===== src/rtl/rrc_pam4_upsampler.sv =====
// PAM4 symbol FIFO, Gray-to-level mapper and OSR zero-stuffer feeding the RRC filter.
// Define RRC_UPS_HOLD_EN for zero-order hold instead of zero-stuffing.
module rrc_pam4_upsampler #(
    parameter int WIDTH      = 7,
    parameter int OSR        = 4,
    parameter int AMP        = 48,
    parameter int FIFO_DEPTH = 4,
    parameter int PRIME      = 2
) (
    input  logic                    clk,
    input  logic                    rst,
    input  logic                    en,
    input  logic                    sym_valid,
    input  logic [1:0]              sym_data,
    output logic                    sym_ready,
    output logic signed [WIDTH-1:0] data_out,
    output logic                    sym_strobe,
    output logic                    underrun,
    output logic                    active
);

    localparam int AW = $clog2(FIFO_DEPTH);
    localparam int CW = $clog2(FIFO_DEPTH + 1);
    localparam int PW = $clog2(OSR);

    localparam logic signed [WIDTH-1:0] LVL_PO = WIDTH'(AMP);
    localparam logic signed [WIDTH-1:0] LVL_PI = WIDTH'(AMP / 3);
    localparam logic signed [WIDTH-1:0] LVL_NI = WIDTH'(-(AMP / 3));
    localparam logic signed [WIDTH-1:0] LVL_NO = WIDTH'(-AMP);

    typedef enum logic {IDLE, RUN} state_t;

    function automatic logic signed [WIDTH-1:0] map_sym(input logic [1:0] s);
        case (s)
            2'b00:   map_sym = LVL_NO;
            2'b01:   map_sym = LVL_NI;
            2'b11:   map_sym = LVL_PI;
            default: map_sym = LVL_PO;
        endcase
    endfunction

    logic [1:0]    mem [FIFO_DEPTH];
    logic [AW-1:0] wr_ptr, rd_ptr;
    logic [CW-1:0] count;
    logic          push, pop;

    state_t                  state, state_nxt;
    logic [PW-1:0]           phase, phase_nxt;
    logic signed [WIDTH-1:0] dout_nxt;
    logic                    strobe_nxt, under_nxt;

    // Ready comes only from the registered count so it never combines with a same-cycle pop.
    assign sym_ready = !rst && (count < CW'(FIFO_DEPTH));
    assign push      = sym_valid && sym_ready;
    assign active    = (state == RUN);

    always_ff @(posedge clk) begin
        if (push) mem[wr_ptr] <= sym_data;
    end

    always_ff @(posedge clk) begin
        if (rst) begin
            wr_ptr <= '0;
            rd_ptr <= '0;
            count  <= '0;
        end else begin
            if (push) wr_ptr <= wr_ptr + AW'(1);
            if (pop)  rd_ptr <= rd_ptr + AW'(1);
            case ({push, pop})
                2'b10:   count <= count + CW'(1);
                2'b01:   count <= count - CW'(1);
                default: count <= count;
            endcase
        end
    end

    always_comb begin
        state_nxt  = state;
        phase_nxt  = phase;
        pop        = 1'b0;
        dout_nxt   = '0;
        strobe_nxt = 1'b0;
        under_nxt  = 1'b0;
        case (state)
            IDLE: begin
                phase_nxt = '0;
                if (en && count >= CW'(PRIME)) state_nxt = RUN;
            end
            RUN: begin
                if (phase == '0 && count == '0) begin
                    // Starved at a symbol boundary: drop out and wait to re-prime.
                    under_nxt = 1'b1;
                    state_nxt = IDLE;
                    phase_nxt = '0;
                end else begin
                    if (phase == '0) begin
                        pop        = 1'b1;
                        dout_nxt   = map_sym(mem[rd_ptr]);
                        strobe_nxt = 1'b1;
                    end else begin
`ifdef RRC_UPS_HOLD_EN
                        dout_nxt = data_out;
`else
                        dout_nxt = '0;
`endif
                    end
                    if (phase == PW'(OSR - 1)) begin
                        phase_nxt = '0;
                        if (!en) state_nxt = IDLE;
                    end else begin
                        phase_nxt = phase + PW'(1);
                    end
                end
            end
            default: state_nxt = IDLE;
        endcase
    end

    always_ff @(posedge clk) begin
        if (rst) begin
            state      <= IDLE;
            phase      <= '0;
            data_out   <= '0;
            sym_strobe <= 1'b0;
            underrun   <= 1'b0;
        end else begin
            state      <= state_nxt;
            phase      <= phase_nxt;
            data_out   <= dout_nxt;
            sym_strobe <= strobe_nxt;
            underrun   <= under_nxt;
        end
    end

endmodule


===== config.mk =====
export PLATFORM = sky130hd
export DESIGN_NAME = rrc_pam4_upsampler
export DESIGN_NICKNAME = d
export VERILOG_FILES = /design/src/rtl/rrc_pam4_upsampler.sv
export SDC_FILE = /design/constraint.sdc
export NUM_CORES = 1
export LEC_CHECK = 0
export ABC_CLOCK_PERIOD_IN_PS = 6300
export CORE_MARGIN = 5
export CORE_UTILIZATION = 45
export CTS_CLUSTER_SIZE = 28
export DETAILED_ROUTE_END_ITERATION = 12
export PLACE_DENSITY = 0.68
export SYNTH_ARGS = -nofsm -noshare
export SYNTH_HDL_FRONTEND = slang
export SYNTH_SLANG_ARGS = --single-unit

===== constraint.sdc =====
create_clock -name clk -period 6.3 [get_ports clk]
set_clock_uncertainty 0.2 [all_clocks]
set_input_delay 0.945 -clock clk [delete_from_list [all_inputs] [get_ports clk]]
set_output_delay 0.945 -clock clk [all_outputs]
set_load 0.01 [all_outputs]

# Word level (Yosys, flattened, before mapping)
# Memories as Yosys holds them, arrays and structs flattened. A register that Yosys moved wholly into a read port is not among the register bits.
# Cells that the tools add are included.
[totals] mem_count=1 ramBits=8 elab_cells=52 ff_bits=19 inputBits=6 out_inout_bits=11
[classes] addsub=5 n_reduce_logical=11 bitwise=2 order_cmp=2 mux=18 n_eq_ne=5
[memory_table] memory="mem" depth=4 width=2 read_ports=1 rd_ports_with_merged_regs=1 wr=1 line_no="42" rtl="logic [1:0] mem [FIFO_DEPTH];"
[op_table] operator="7-bit case mux with 3 select lines" n=1
[op_table] operator="1-bit 2-to-1 mux" n=10
[op_table] operator="2-bit 2-to-1 mux" n=4
[op_table] operator="2-bit by 1-bit adder with 2-bit output (second input constant)" n=3
[op_table] operator="2-bit equality test (second input constant)" n=3
[op_table] operator="3-bit case mux with 2 select lines" n=1
[op_table] operator="2-bit by 1-bit equality test with 1-bit output (second input constant)" n=2
[op_table] operator="1-bit logical AND" n=4
[op_table] operator="2-bit zero test" n=2
[op_table] operator="2-bit case mux with 2 select lines" n=1
[op_table] operator="4-bit OR reduction" n=1
[op_table] operator="3-bit by 1-bit adder with 3-bit output (second input constant)" n=1
[op_table] operator="3-bit by 2-bit greater-or-equal comparator with 1-bit output (second input constant)" n=1
[op_table] operator="3-bit zero test" n=1
[op_table] operator="3-bit less-than comparator (second input constant)" n=1
[op_table] operator="3-bit by 1-bit subtractor with 3-bit output (second input constant)" n=1
[op_table] operator="1-bit NOT" n=2
[op_table] operator="1-bit case mux with 2 select lines" n=1
[op_table] operator="2-bit nonzero test" n=1
[op_table] operator="2-bit OR reduction" n=1
[op_table] operator="1-bit zero test" n=1

# Longest topological paths before layout
[depth] ltp_word=6 depth_mapped=8 depth_no_buf=7

# Worst setup path after synthesis
# OpenSTA, ideal clock, no wires.
[synth_path] path_type="in2reg" startpoint="input rst" endpoint="register count[1]" path_stages=5 setup_ps=64 arrival_time_ps=2549 path_slack_ps=3487 path_cell_list="nor3b_2 -> nor2_1 -> fa_1 -> or4b_2 -> nand4_1"
[synth_via] elab_chain_cells=5 elab_cells_between_ends=7 classes_between="eq/ne (2); mux (1); reduce/logical (4)"
[synth_rtl] element="start, declared" line_no="11" rtl="input logic rst,"
[synth_rtl] element="1-bit zero test" line_no="53" rtl="assign sym_ready = !rst && (count < CW'(FIFO_DEPTH));"
[synth_rtl] element="1-bit logical AND" line_no="53"
[synth_rtl] element="1-bit logical AND" line_no="54" rtl="assign push = sym_valid && sym_ready;"
[synth_rtl] element="2-bit by 1-bit equality test with 1-bit output or 2-bit equality test (tied branches)" line_no="69" rtl="case ({push, pop})"
[synth_rtl] element="3-bit case mux with 2 select lines or 2-bit nonzero test (tied branches)"
[synth_rtl] element="end signal, assigned" line_no="70" rtl="2'b10: count <= count + CW'(1);"
[synth_rtl] element="end signal, assigned" line_no="71" rtl="2'b01: count <= count - CW'(1);"
[synth_rtl] element="end signal, assigned" line_no="72" rtl="default: count <= count;"
[synth_rtl] element="end, declared" line_no="44" rtl="logic [CW-1:0] count;"
# Parallel ways exist; a longest one is shown, timed or not.
# A chain may end at the register's enable or synchronous reset.

# Final worst setup path
[layout_path] startpoint="input rst" endpoint="output sym_ready"
[layout_via] elab_chain_cells=2
[layout_rtl] element="1-bit zero test" line_no="53"
[layout_rtl] element="1-bit logical AND" line_no="53"
[layout_rtl] element="end, declared" line_no="15" rtl="output logic sym_ready,"
# Every way passes these cells.

==> results list <==
- The run finished with clean final reports.
- The finished cells cover ~1300 um^2.
* Setup repair after global routing missed its margin: false
* Path type of the worst min-delay path: reg2reg
- Max-cap check violation count: 0
- Flop2flop setup slack: around 3700 ps
- The worst setup path is launched from an input port.
- The cell area that synthesis handed to floorplanning was between 1000 and 1500 um^2.
* Achievable frequency: 285 MHz
* Wire length reported by the detailed router: 1580 um
* Footprint of the flip-flops and latches: 581 um^2
- Placement row count: 18
* Remaining number of nets flagged by the antenna check after routing: 0
* Count of routing violations after the opening detailed-route iteration: 19
* Mean area per synthesized cell: around 12 um^2
- After legalization and detailed placement, the total HPWL measured 1210 um.
- Clock transition time at the flip-flop clock pins of the worst setup and hold paths: 130 ps
* Detailed Routing Iterations Pass 1: 4
- Worst skew pair latency: between 300 and 400 ps
- After global routing the overflow that remains totals 0.
* CTS tree: yes
- Counting every instance in the synthesized netlist gives 98.
- The total area inside the core boundary comes to 2480 um^2.
* Number of diodes added for antenna fixing: 0
- After detailed placement, the design holds a cell count of between 100 and 150.
- After detailed placement, the total cell area comes to roughly 1300 um^2.
* Vias per cell: 4.94
- Buffer count from post-CTS setup fixing: 0
- The share of the Yosys chip area taken by registers is 0.498.
- Worst Max-Slew Pin Slew: about 530 ps
* Number of setup violations in the final report: 0
- Pin count of the biggest net entering global routing: 18
- Number of cells on the worst reg-to-reg path: 5
- Dividing the detail-routed wire length by the instance count gives 11.3 um.
* Effective utilization at floorplan: 0.471
* Number of levels the H-tree was split into: 1
- Synth unique cells: 34
- Worst rel slew slack: 0.648
- In the final layout, the multi-input gates occupy around 520 um^2.
- Top-Level Pins: 17
- The worst hold path terminates at phase[0]$_SDFF_PP0_.
- The worst register-to-register path begins at count[2]$_SDFFE_PP0P_.
- Global-route wire length before repair: roughly 2700 um
- Final Instance Count excl. Fillers: 140
- Critical Path Most Common Cell: clkdlybuf4s50_1
* Syn. warnings: 0
* Die Area: roughly 3700 um^2
- The count of final max-slew check failures is 0.
* Hold depth: 1
* Endpoint of the most critical register-to-register path: count[1]$_SDFFE_PP0P_
* Critical path cell sequence: clkdlybuf4s50_1, nor2_1, clkdlybuf4s50_1
- The layout has roughly 230 filler cells.
- The critical path in this run is classified as in2out.
- Antenna violations before repair: 0
- Aggregate negative setup slack: 0 ps
* Number of port buffers: 12
- Gates resized during post-CTS repair numbered 0.
* Beginning of the worst hold path: phase[0]$_SDFF_PP0_
* Gpl congestion: approximately 0.68
- The detailed router placed ~690 vias in this run.
- Number of buffers between clock root and the deepest sink: 2
- Leaving out fill and tap cells, the most frequent cell in the layout is dfxtp_1.
- On the worst path, the slowest cell contributes a delay of 670 ps.
- Time the final worst path needs with I/O delays and setup: about 3500 ps
- Counting flops with an async set or reset pin after synthesis yields a share of 0.
- Via count of the first global-routing pass: between 600 and 700
* Crit path arrival time: 2360 ps
* Slowest stage cell, crit path: clkdlybuf4s50_1
- Pwr/cell area: 205 nW/um^2
- Period Utilization, post-route: 0.557
- The root buffer cell chosen for the clock tree is clkbuf_4.
- FF+latch count, synth: 25
- Most frequent cells in the layout: dfxtp_1, clkdlybuf4s50_1, nor2_1
- Global routing usage summed across all routing layers: 0.0989
- Clock tree synthesis inserted a total of 3 buffers.
- In the final design database the tool counted between 100 and 150 nets.
* Number of design rule violations left after detail routing: 0
- In this run the vertical extent of the chip is between 60 and 70 um.
- Crit path buf inv count: 2
* VDD IR-drop max: 0.152 mV
- The die is about 60 um wide.
- Fin. Hold Viols: 0
- The cell family contributing the most delay on the critical path is buffers and inverters.
* Share of cells above drive strength 1: 0.100
- Along the worst path, the maximum fanout reaches 17.
- Clock tree synthesis found a total of 25 sinks.
- In this run the static leakage power is a little under 0.5 nW.
- At the worst endpoint, the required time is between 5000 and 6000 ps.
* Endpoint kind of the worst setup timing path: output pin
- For this run, the leading register cell type out of synthesis is dfxtp_1.
- Hold-fix buffer count after cts: 0
- Area added between synthesis and finish: 12.2%
- Count of flip-flops with a built-in enable after synthesis: 8
## worst max-delay path by stage
stage                                  to  depth (start not counted)  from  slack, ps
finish                          sym_ready                          3   rst       2790
global route                    sym_ready                          3   rst       2690
CTS                             sym_ready                          3   rst       2780
detailed placement  count[1]$_SDFFE_PP0P_                          6   rst       2540
global placement    count[1]$_SDFFE_PP0P_                          6   rst       2630
floorplan           count[1]$_SDFFE_PP0P_                          5   rst       3490
## worst register-to-register path: stages, from the launching register on
cell      delay, ps
dfxtp_1         440
o311ai_4        570
nor2_1          130
fa_1            520
or4b_2          590
nand4_1         100
## stage by stage
| stage | power (mW) | hold slack, ps | worst slack [ps] | util |
|---|---|---|---|---|
| floorplan | 0.196 | 231 | 3490 | - |
| global placement | 0.202 | 242 | 2630 | 0.518 |
| detailed placement | 0.203 | 256 | 2540 | 0.518 |
| CTS | 0.272 | 274 | 2780 | 0.528 |
| global route | 0.282 | 304 | 2690 | 0.528 |
| finish | 0.269 | 271 | 2790 | 0.528 |
## sequential cells by signal, indices dropped and copies added (netlist names), named ones only
signal / cells
underrun: 1
active: 1
mem: 8
count: 3
data_out: 3
rd_ptr: 2
phase: 2
sym_strobe: 1
wr_ptr: 2
## Yosys cell counts (2+ instances only)
cell       n  area, um^2
dfxtp_1   17         340
ha_1       8         100
o31ai_1    2        15.0
edfxtp_1   8         240
nor2_1     9        33.8
mux4_2     2        45.0
nand3_1    2        10.0
xnor2_1    2        17.5
inv_1      7        26.3
nand2b_1   2        12.5
nand4b_1   2        17.5
and2_1     5        31.3
buf_4      5        37.5
o21ai_0    3        15.0
nor4b_1    2        17.5
or4b_2     2        20.0
a21oi_1    3        15.0
## routing by layer
| metal | wire length, um | global-route usage | vias up | share of wire |
|---|---|---|---|---|
| met2 | 702 | 0.154 | 11 | 0.45 |
| li1 | - | - | 360 | - |
| met4 | 21 | 0.0279 | 0 | 0.013 |
| met3 | 74 | 0.0319 | 2 | 0.047 |
| met5 | 0 | 0 | - | 0 |
| met1 | 775 | 0.132 | 319 | 0.49 |
## where the power goes
part           leakage, nW  internal, mW  switching, mW
Combinational        0.260        0.0131         0.0119
Clock               0.0150        0.0247         0.0443
Sequential           0.210         0.170        0.00431
## logic make-up after synthesis
family,count (synthesis),share of synthesized area
AO/OA/AOI/OAI,11,0.0730
XOR/XNOR,3,0.0343
adder cells (fa/ha/maj),9,0.103
buffers and inverters,14,0.0676
flip-flops,25,0.498
multiplexers,2,0.0386
other,1,0.00322
AND/OR/NAND/NOR,33,0.182
## area by class of cell
class,count,area share
well taps,30,0.0287
flip-flops and latches,25,0.444
inverters,7,0.0201
multi-input cells,62,0.396
clock buffers,4,0.0201
repair buffers,12,0.0918
(Power assumes the default switching activity.)
